$ cat config.mk
export PLATFORM = sky130hd
export DESIGN_NAME = spi_wb_cmd_master
export DESIGN_NICKNAME = d
export VERILOG_FILES = /design/src/rtl/spi_wb_pkg.sv /design/src/rtl/spi_byte_shifter.sv /design/src/rtl/spi_wb_cmd_master.sv
export SDC_FILE = /design/constraint.sdc
export NUM_CORES = 1
export LEC_CHECK = 0
export ABC_AREA = 1
export CAP_MARGIN = 20
export CORE_MARGIN = 10
export CORE_UTILIZATION = 48
export CTS_BUF_LIST = sky130_fd_sc_hd__clkbuf_4 sky130_fd_sc_hd__clkbuf_8
export CTS_CLUSTER_DIAMETER = 60
export DETAILED_ROUTE_END_ITERATION = 7
export HOLD_SLACK_MARGIN = 0.15
export PLACE_DENSITY_LB_ADDON = 0.25
export SYNTH_ARGS = -nofsm -noshare
export SYNTH_HDL_FRONTEND = slang
export SYNTH_SLANG_ARGS = --single-unit
$ cat constraint.sdc
create_clock -name i_clk -period 2.81 [get_ports i_clk]
set_clock_uncertainty 0.1 [all_clocks]
set_input_delay 0.562 -clock i_clk [delete_from_list [all_inputs] [get_ports i_clk]]
set_output_delay 0.562 -clock i_clk [all_outputs]
set_load 0.05 [all_outputs]
$ cat src/rtl/spi_wb_pkg.sv
// Shared definitions for the spiwishbone command frame: opcodes, header size, FSM and frame-phase types.
package spi_wb_pkg;

    localparam logic [7:0]  CMD_READ  = 8'hA1;
    localparam logic [7:0]  CMD_WRITE = 8'hA2;
    localparam int unsigned HDR_BYTES = 7;

    typedef enum logic [2:0] {
        ST_IDLE,
        ST_SETUP,
        ST_SHIFT,
        ST_NEXT,
        ST_WAIT_WR,
        ST_HOLD
    } state_t;

    typedef enum logic [1:0] {
        PH_HDR,
        PH_PAD,
        PH_DATA
    } phase_t;

    // Header byte by index: cmd, address MSB..LSB, length MSB..LSB.
    function automatic logic [7:0] hdr_byte(input logic [2:0] idx, input logic wr,
                                            input logic [31:0] addr, input logic [15:0] len);
        logic [7:0] b;
        case (idx)
            3'd0:    b = wr ? CMD_WRITE : CMD_READ;
            3'd1:    b = addr[31:24];
            3'd2:    b = addr[23:16];
            3'd3:    b = addr[15:8];
            3'd4:    b = addr[7:0];
            3'd5:    b = len[15:8];
            3'd6:    b = len[7:0];
            default: b = 8'h00;
        endcase
        return b;
    endfunction

endpackage

$ cat src/rtl/spi_byte_shifter.sv
// SCLK divider plus MOSI/MISO shift pair for one SPI byte (SCLK idles high, MOSI on fall, MISO on rise).
module spi_byte_shifter #(
    parameter int unsigned CLK_DIV = 4
) (
    input  logic       i_clk,
    input  logic       i_reset,
    input  logic       i_load,
    input  logic       i_go,
    input  logic [7:0] i_tx_byte,
    input  logic       i_miso,
    output logic       o_sclk,
    output logic       o_mosi,
    output logic       o_byte_done,
    output logic       o_rx_done,
    output logic [7:0] o_rx_byte
);
    localparam int unsigned DW       = (CLK_DIV > 2) ? $clog2(CLK_DIV) : 1;
    localparam logic [DW-1:0] DIV_LAST = DW'(CLK_DIV - 1);
    localparam logic [DW-1:0] DIV_PRE  = DW'(CLK_DIV - 2);

    logic          r_sclk;
    logic          r_active;
    logic [DW-1:0] r_div;
    logic [2:0]    r_bit;
    logic [7:0]    r_tx;
    logic [7:0]    r_rx;
    logic          w_div_wrap;

    assign w_div_wrap = (r_div == DIV_LAST);

    always_ff @(posedge i_clk) begin
        if (i_reset) begin
            r_sclk   <= 1'b1;
            r_active <= 1'b0;
            r_div    <= '0;
            r_bit    <= '0;
            r_tx     <= '0;
            r_rx     <= '0;
        end else begin
            if (i_load)
                r_tx <= i_tx_byte;
            if (i_go) begin
                r_sclk   <= 1'b0;
                r_active <= 1'b1;
                r_div    <= '0;
                r_bit    <= '0;
            end else if (r_active) begin
                if (!w_div_wrap) begin
                    r_div <= r_div + 1'b1;
                end else begin
                    r_div <= '0;
                    if (!r_sclk) begin
                        r_sclk <= 1'b1;
                        r_rx   <= {r_rx[6:0], i_miso};
                    end else if (r_bit != 3'd7) begin
                        r_sclk <= 1'b0;
                        r_bit  <= r_bit + 1'b1;
                        r_tx   <= {r_tx[6:0], 1'b0};
                    end else begin
                        r_active <= 1'b0;
                    end
                end
            end
        end
    end

    // Byte end is flagged one cycle early so the next byte can start on time.
    assign o_byte_done = r_active & r_sclk & (r_bit == 3'd7) & (r_div == DIV_PRE);
    assign o_rx_done   = r_active & ~r_sclk & (r_bit == 3'd7) & w_div_wrap;
    assign o_rx_byte   = {r_rx[6:0], i_miso};
    assign o_sclk      = r_sclk;
    assign o_mosi      = r_tx[7];

endmodule

$ cat src/rtl/spi_wb_cmd_master.sv
// SPI master issuing spiwishbone command frames: header, pad and payload sequencing with write-stream handshake.
module spi_wb_cmd_master
    import spi_wb_pkg::*;
#(
    parameter int unsigned CLK_DIV   = 4,
    parameter int unsigned PAD_BYTES = 2
) (
    input  logic        i_clk,
    input  logic        i_reset,
    input  logic        i_start,
    input  logic        i_write,
    input  logic [31:0] i_addr,
    input  logic [15:0] i_len,
    output logic        o_busy,
    output logic        o_done,
    input  logic [7:0]  i_wr_data,
    input  logic        i_wr_valid,
    output logic        o_wr_ready,
    output logic [7:0]  o_rd_data,
    output logic        o_rd_valid,
    output logic        o_spi_clk,
    output logic        o_spi_mosi,
    output logic        o_spi_cs_n,
    input  logic        i_spi_miso
);
    localparam int unsigned   DW       = (CLK_DIV > 2) ? $clog2(CLK_DIV) : 1;
    localparam logic [DW-1:0] DIV_LAST = DW'(CLK_DIV - 1);
    localparam logic [2:0]    HDR_LAST = 3'(HDR_BYTES - 1);

    state_t        r_state, w_next;
    phase_t        r_phase, w_phase_nxt;
    logic          r_write;
    logic [31:0]   r_addr;
    logic [15:0]   r_len;
    logic [2:0]    r_hdr_idx;
    logic [15:0]   r_pay_cnt;
    logic [7:0]    r_pad_cnt;
    logic [DW-1:0] r_wait;
    logic          r_busy, r_done, r_cs_n, r_rd_valid;
    logic [7:0]    r_rd_data;

    logic       w_start, w_load, w_go, w_pop, w_hdr_adv, w_pad_dec, w_pay_dec;
    logic [7:0] w_tx;
    logic       w_byte_done, w_rx_done, w_rd_take;
    logic [7:0] w_rx_byte;

    spi_byte_shifter #(.CLK_DIV(CLK_DIV)) u_shifter (
        .i_clk       (i_clk),
        .i_reset     (i_reset),
        .i_load      (w_load),
        .i_go        (w_go),
        .i_tx_byte   (w_tx),
        .i_miso      (i_spi_miso),
        .o_sclk      (o_spi_clk),
        .o_mosi      (o_spi_mosi),
        .o_byte_done (w_byte_done),
        .o_rx_done   (w_rx_done),
        .o_rx_byte   (w_rx_byte)
    );

    always_comb begin
        w_next      = r_state;
        w_phase_nxt = r_phase;
        w_start     = 1'b0;
        w_load      = 1'b0;
        w_go        = 1'b0;
        w_pop       = 1'b0;
        w_hdr_adv   = 1'b0;
        w_pad_dec   = 1'b0;
        w_pay_dec   = 1'b0;
        w_tx        = 8'h00;
        case (r_state)
            ST_IDLE: if (i_start) begin
                w_start     = 1'b1;
                w_load      = 1'b1;
                w_tx        = hdr_byte(3'd0, i_write, i_addr, i_len);
                w_phase_nxt = PH_HDR;
                w_next      = ST_SETUP;
            end
            ST_SETUP: if (r_wait == DIV_LAST) begin
                w_go   = 1'b1;
                w_next = ST_SHIFT;
            end
            ST_SHIFT: if (w_byte_done) w_next = ST_NEXT;
            ST_NEXT: begin
                w_next = ST_SHIFT;
                w_load = 1'b1;
                w_go   = 1'b1;
                if (r_hdr_idx != HDR_LAST) begin
                    w_hdr_adv = 1'b1;
                    w_tx      = hdr_byte(r_hdr_idx + 3'd1, r_write, r_addr, r_len);
                // Reads put pads before payload (turnaround); writes put them after (trailer).
                end else if (r_write && r_pay_cnt != 16'd0) begin
                    if (i_wr_valid) begin
                        w_pop       = 1'b1;
                        w_pay_dec   = 1'b1;
                        w_tx        = i_wr_data;
                        w_phase_nxt = PH_DATA;
                    end else begin
                        w_load = 1'b0;
                        w_go   = 1'b0;
                        w_next = ST_WAIT_WR;
                    end
                end else if (r_pad_cnt != 8'd0) begin
                    w_pad_dec   = 1'b1;
                    w_phase_nxt = PH_PAD;
                end else if (!r_write && r_pay_cnt != 16'd0) begin
                    w_pay_dec   = 1'b1;
                    w_phase_nxt = PH_DATA;
                end else begin
                    w_load = 1'b0;
                    w_go   = 1'b0;
                    w_next = ST_HOLD;
                end
            end
            ST_WAIT_WR: if (i_wr_valid) begin
                w_pop       = 1'b1;
                w_pay_dec   = 1'b1;
                w_load      = 1'b1;
                w_go        = 1'b1;
                w_tx        = i_wr_data;
                w_phase_nxt = PH_DATA;
                w_next      = ST_SHIFT;
            end
            ST_HOLD: if (r_wait == DIV_LAST) w_next = ST_IDLE;
            default: w_next = ST_IDLE;
        endcase
    end

    assign w_rd_take = w_rx_done & ~r_write & (r_phase == PH_DATA);

    always_ff @(posedge i_clk) begin
        if (i_reset) begin
            r_state    <= ST_IDLE;
            r_phase    <= PH_HDR;
            r_write    <= 1'b0;
            r_addr     <= '0;
            r_len      <= '0;
            r_hdr_idx  <= '0;
            r_pay_cnt  <= '0;
            r_pad_cnt  <= '0;
            r_wait     <= '0;
            r_busy     <= 1'b0;
            r_done     <= 1'b0;
            r_cs_n     <= 1'b1;
            r_rd_valid <= 1'b0;
            r_rd_data  <= '0;
        end else begin
            r_state <= w_next;
            r_phase <= w_phase_nxt;
            r_wait  <= (w_next != r_state) ? '0 : r_wait + 1'b1;
            if (w_start) begin
                r_write   <= i_write;
                r_addr    <= i_addr;
                r_len     <= i_len;
                r_hdr_idx <= '0;
                r_pay_cnt <= i_len;
                r_pad_cnt <= 8'(PAD_BYTES);
            end
            if (w_hdr_adv) r_hdr_idx <= r_hdr_idx + 3'd1;
            if (w_pad_dec) r_pad_cnt <= r_pad_cnt - 1'b1;
            if (w_pay_dec) r_pay_cnt <= r_pay_cnt - 1'b1;
            r_busy     <= (w_next != ST_IDLE);
            r_cs_n     <= (w_next == ST_IDLE);
            r_done     <= (r_state == ST_HOLD) && (w_next == ST_IDLE);
            r_rd_valid <= w_rd_take;
            if (w_rd_take) r_rd_data <= w_rx_byte;
        end
    end

    assign o_busy     = r_busy;
    assign o_done     = r_done;
    assign o_wr_ready = w_pop & ~i_reset;
    assign o_rd_data  = r_rd_data;
    assign o_rd_valid = r_rd_valid;
    assign o_spi_cs_n = r_cs_n;

endmodule

==> metrics.md <==
| Metric | Value |
|---|---|
| Top cell by count, worst path | nand2_2 |
| Fin. max-slew vios | 0 |
| Initial Util | 48.7% |
| Crit start category | register |
| Placed cells | 1044 |
| Reg2reg setup slack | 380 ps |
| Final WL | 14.8 mm |
| Top cell type's share of synthesized area | 40.4% |
| Power Internal | 0.00267 W |
| Crit path required time | 2150 ps |
| CTS Hold Bufs | 0 |
| Clk pin slew, worst setup/hold paths | 70 ps |
| Starting DRT DRC Count | between 300 and 400 |
| GPL Wtd Cong | 0.921 |
| Number of global-route vias before repair | 5085 |
| H-tree depth | 4 |
| Final instance area | slightly above 7000 um2 |
| Leakage power | between 3 and 4 nW |
| Slew HR | 64.9% |
| Async SR Flop Fraction | 0% |
| Die Y | 130 um |
| Core area | 11900 um2 |
| Num ports | 77 |
| CTS tree | done |
| Gate Count Post-Synth | 846 |
| Via density | 5.04 |
| Most common cell after layout, fill and taps aside | nand2_1 |
| Routed wire per std cell | 13.7 um |
| Status | finished, final reports clean |
| Combinational power share | 14.5% |
| Reg2reg path depth | 13 |
| Hold Path Depth | 1 |
| Seq/Total Area, Yosys | between 40% and 50% |
| Detailed Place HPWL | 10.7 mm |
| Final-report hold violation count | 0 |
| Num rows | 40 |
| Ranking of synthesized cells by area | dfxtp_1 (40%), nand2_1 (14%), a21oi_1 (8.4%) |
| Worst path max stage delay | 330 ps |
| Critical path class | register to primary output |
| Cell family with most CP delay | simple AND/OR/NAND/NOR gates |
| Remaining DRCs | 0 |
| Largest net degree at the start of global routing | 91 |
| Fin nets | 991 |
| Resized Gates After CTS | 1 |
| Clock tree buffer depth | 2 |
| Total Routing Usage GR | between 15 and 20% |
| Power density cells | 533 nW/um2 |
| Ys Warns | 0 |
| Slowest CP cell | dfxtp_1 |
| Period Utilization, post-route | 94.7% |
| Post-Synthesis Net Count | 921 |
| Critical path buffers and inverters | 3 |
| Worst-margin pin slew | 525 ps |
| Clock Latency Late Sink | 450 ps |
| CP max FO | 4 |
| WP data arrival | 2000 ps |
| Top_reg_cell synth | dfxtp_1 |
| Diodes inserted | 0 |
| Sw frac | 29.1% |
| Unrepaired setup endpoints after global routing | no |
| Setup-failing EPs final | 0 |
| Via count | 5424 |
| Clk pwr share | 37.8% |
| Cell Area, Placed | 6680 um2 |
| Overall die area | 16900 um2 |
| Synthesis-to-layout area growth | 21.6% |
| CP cell instances | inv_1 > ha_1 > nand2_2 > nor2_1 > nand2_2 > nand4_2 > nand2_4 > inv_2 > nor2_2 > buf_12 |
| Most frequent cells in the layout | nand2_1 (220), dfxtp_1 (117), nor2_1 (101) |
| Fin crit period | 2660 ps |
| Synth Area per Inst | roughly 7 um2 |
| Postcts setup bufs | 0 |
| Total CTS buffers | 17 |
| Mapped cell area | 5800 um2 |
| Initial antenna violation count | 0 |
| First-pass GRT wire length | 24.6 mm |
| Critical path depth | 10 |
| Die width | 130 um |
| Synth cell types | 43 |
| Final TNS setup | 0 ps |
| Port Buffers | 76 |
| Detail Route Antenna Nets | 0 |
| Switch Pwr | approximately 0.0011 W |
| Cell Count, Final, Fillers Out | 1076 |
| Sequential power share | a little under half |
| CP endpoint kind | primary output |
| EDFF count, synth | 0 |
| Yosys top cell by area | dfxtp_1 |
| FMAX | 0.376 GHz |
| CTS root buffer | clkbuf_8 |
| FF+latch count, synth | around 120 |
| Pre-antenna DRT Iters | 5 |
| VDD IR-drop max | between 0.0004 and 0.0005 V |
| Layout cells sized above 1 | roughly 8.8% |
| CTS Sinks | approximately 120 |
| Maxcap violations | 0 |
| GR Overflow Total | 0 |
| Hold WC Path Type | register to register |
[per-layer routing]
layer	vias up	track usage [%]	part of all wire (%)
li1	2855	-	-
met1	2418	23.1	46
met2	132	29.1	46
met3	19	5.15	6.6
met4	0	5.62	1.1
met5	-	0	0
[power groups by stage]
stage | registers (W) | logic, W | clock network [W]
global route | 0.00180 | 0.000616 | 0.00153
detailed placement | 0.00183 | 0.000539 | 0
finish | 0.00180 | 0.000545 | 0.00142
CTS | 0.00180 | 0.000544 | 0.00146
global placement | 0.00183 | 0.000535 | 0
floorplan | 0.00183 | 0.000343 | 0
[logic make-up (layout without fill, tap and decap cells)]
logic type,after synthesis,in the layout,share of synthesized area [%]
fa+ha+maj,13,13,2.80
buf+inv,124,207,8.67
xor+xnor,13,13,1.96
flops,117,117,40.4
compound gates,179,179,16.1
simple gates,400,400,30.1
[sequential cells by signal, indices dropped and copies added (netlist names), 2 cells and up]
register / count
r_pad_cnt: 8
r_phase: 2
u_shifter.r_bit: 3
r_state: 3
o_rd_data: 8
u_shifter.r_tx: 8
r_hdr_idx: 3
u_shifter.r_div: 2
r_wait: 2
r_addr: 32
r_len: 16
u_shifter.r_rx: 7
r_pay_cnt: 16
[per-stage QoR]
| stage | total power, W | hold WS, ps | util (%) | setup slack, ps |
|---|---|---|---|---|
| floorplan | 0.00218 | 298 | - | 349 |
| global placement | 0.00237 | 314 | 56.1 | 283 |
| detailed placement | 0.00237 | 311 | 56.1 | 278 |
| CTS | 0.00379 | 323 | 59.2 | 68.0 |
| global route | 0.00395 | 345 | 59.2 | 26.7 |
| finish | 0.00376 | 322 | 59.2 | 148 |
[layout make-up]
class	instances	area [um2]
Clock buffer	17	234
Clock inverter	15	134
Fill cell	1189	4850
Inverter	91	342
Multi-Input combinational cell	605	2970
Sequential cell	117	2340
Tap cell	147	184
Timing Repair Buffer	84	851
[cells in the mapped netlist (2+ instances only)]
cell	instances
and3_1	2
a211oi_1	2
nand3b_1	2
nor2_2	6
inv_1	82
nand4_2	2
inv_2	7
o21ai_0	63
xnor2_1	8
nor3_1	9
nand4_1	14
dfxtp_1	117
ha_1	13
nor2_1	102
buf_6	4
xor2_1	5
buf_2	3
nor2_4	4
nand3_2	3
nand2_2	6
nand3_1	20
clkinv_1	2
clkbuf_1	19
o21ai_1	6
buf_1	6
nand2_4	3
nand2_1	222
a21oi_1	97
o21bai_1	3
[path summary, 6_finish.rpt]
kind	startpoint	to
worst max register to register	r_pay_cnt[0]$_SDFFE_PP0P_	u_shifter.r_tx[2]$_SDFF_PP0_
worst min-delay path	r_wait[0]$_SDFF_PP0_	r_wait[0]$_SDFF_PP0_
worst max-delay path	r_pay_cnt[0]$_SDFFE_PP0P_	o_wr_ready
worst min register to register	r_wait[0]$_SDFF_PP0_	r_wait[0]$_SDFF_PP0_
(Power assumes the default switching activity.)
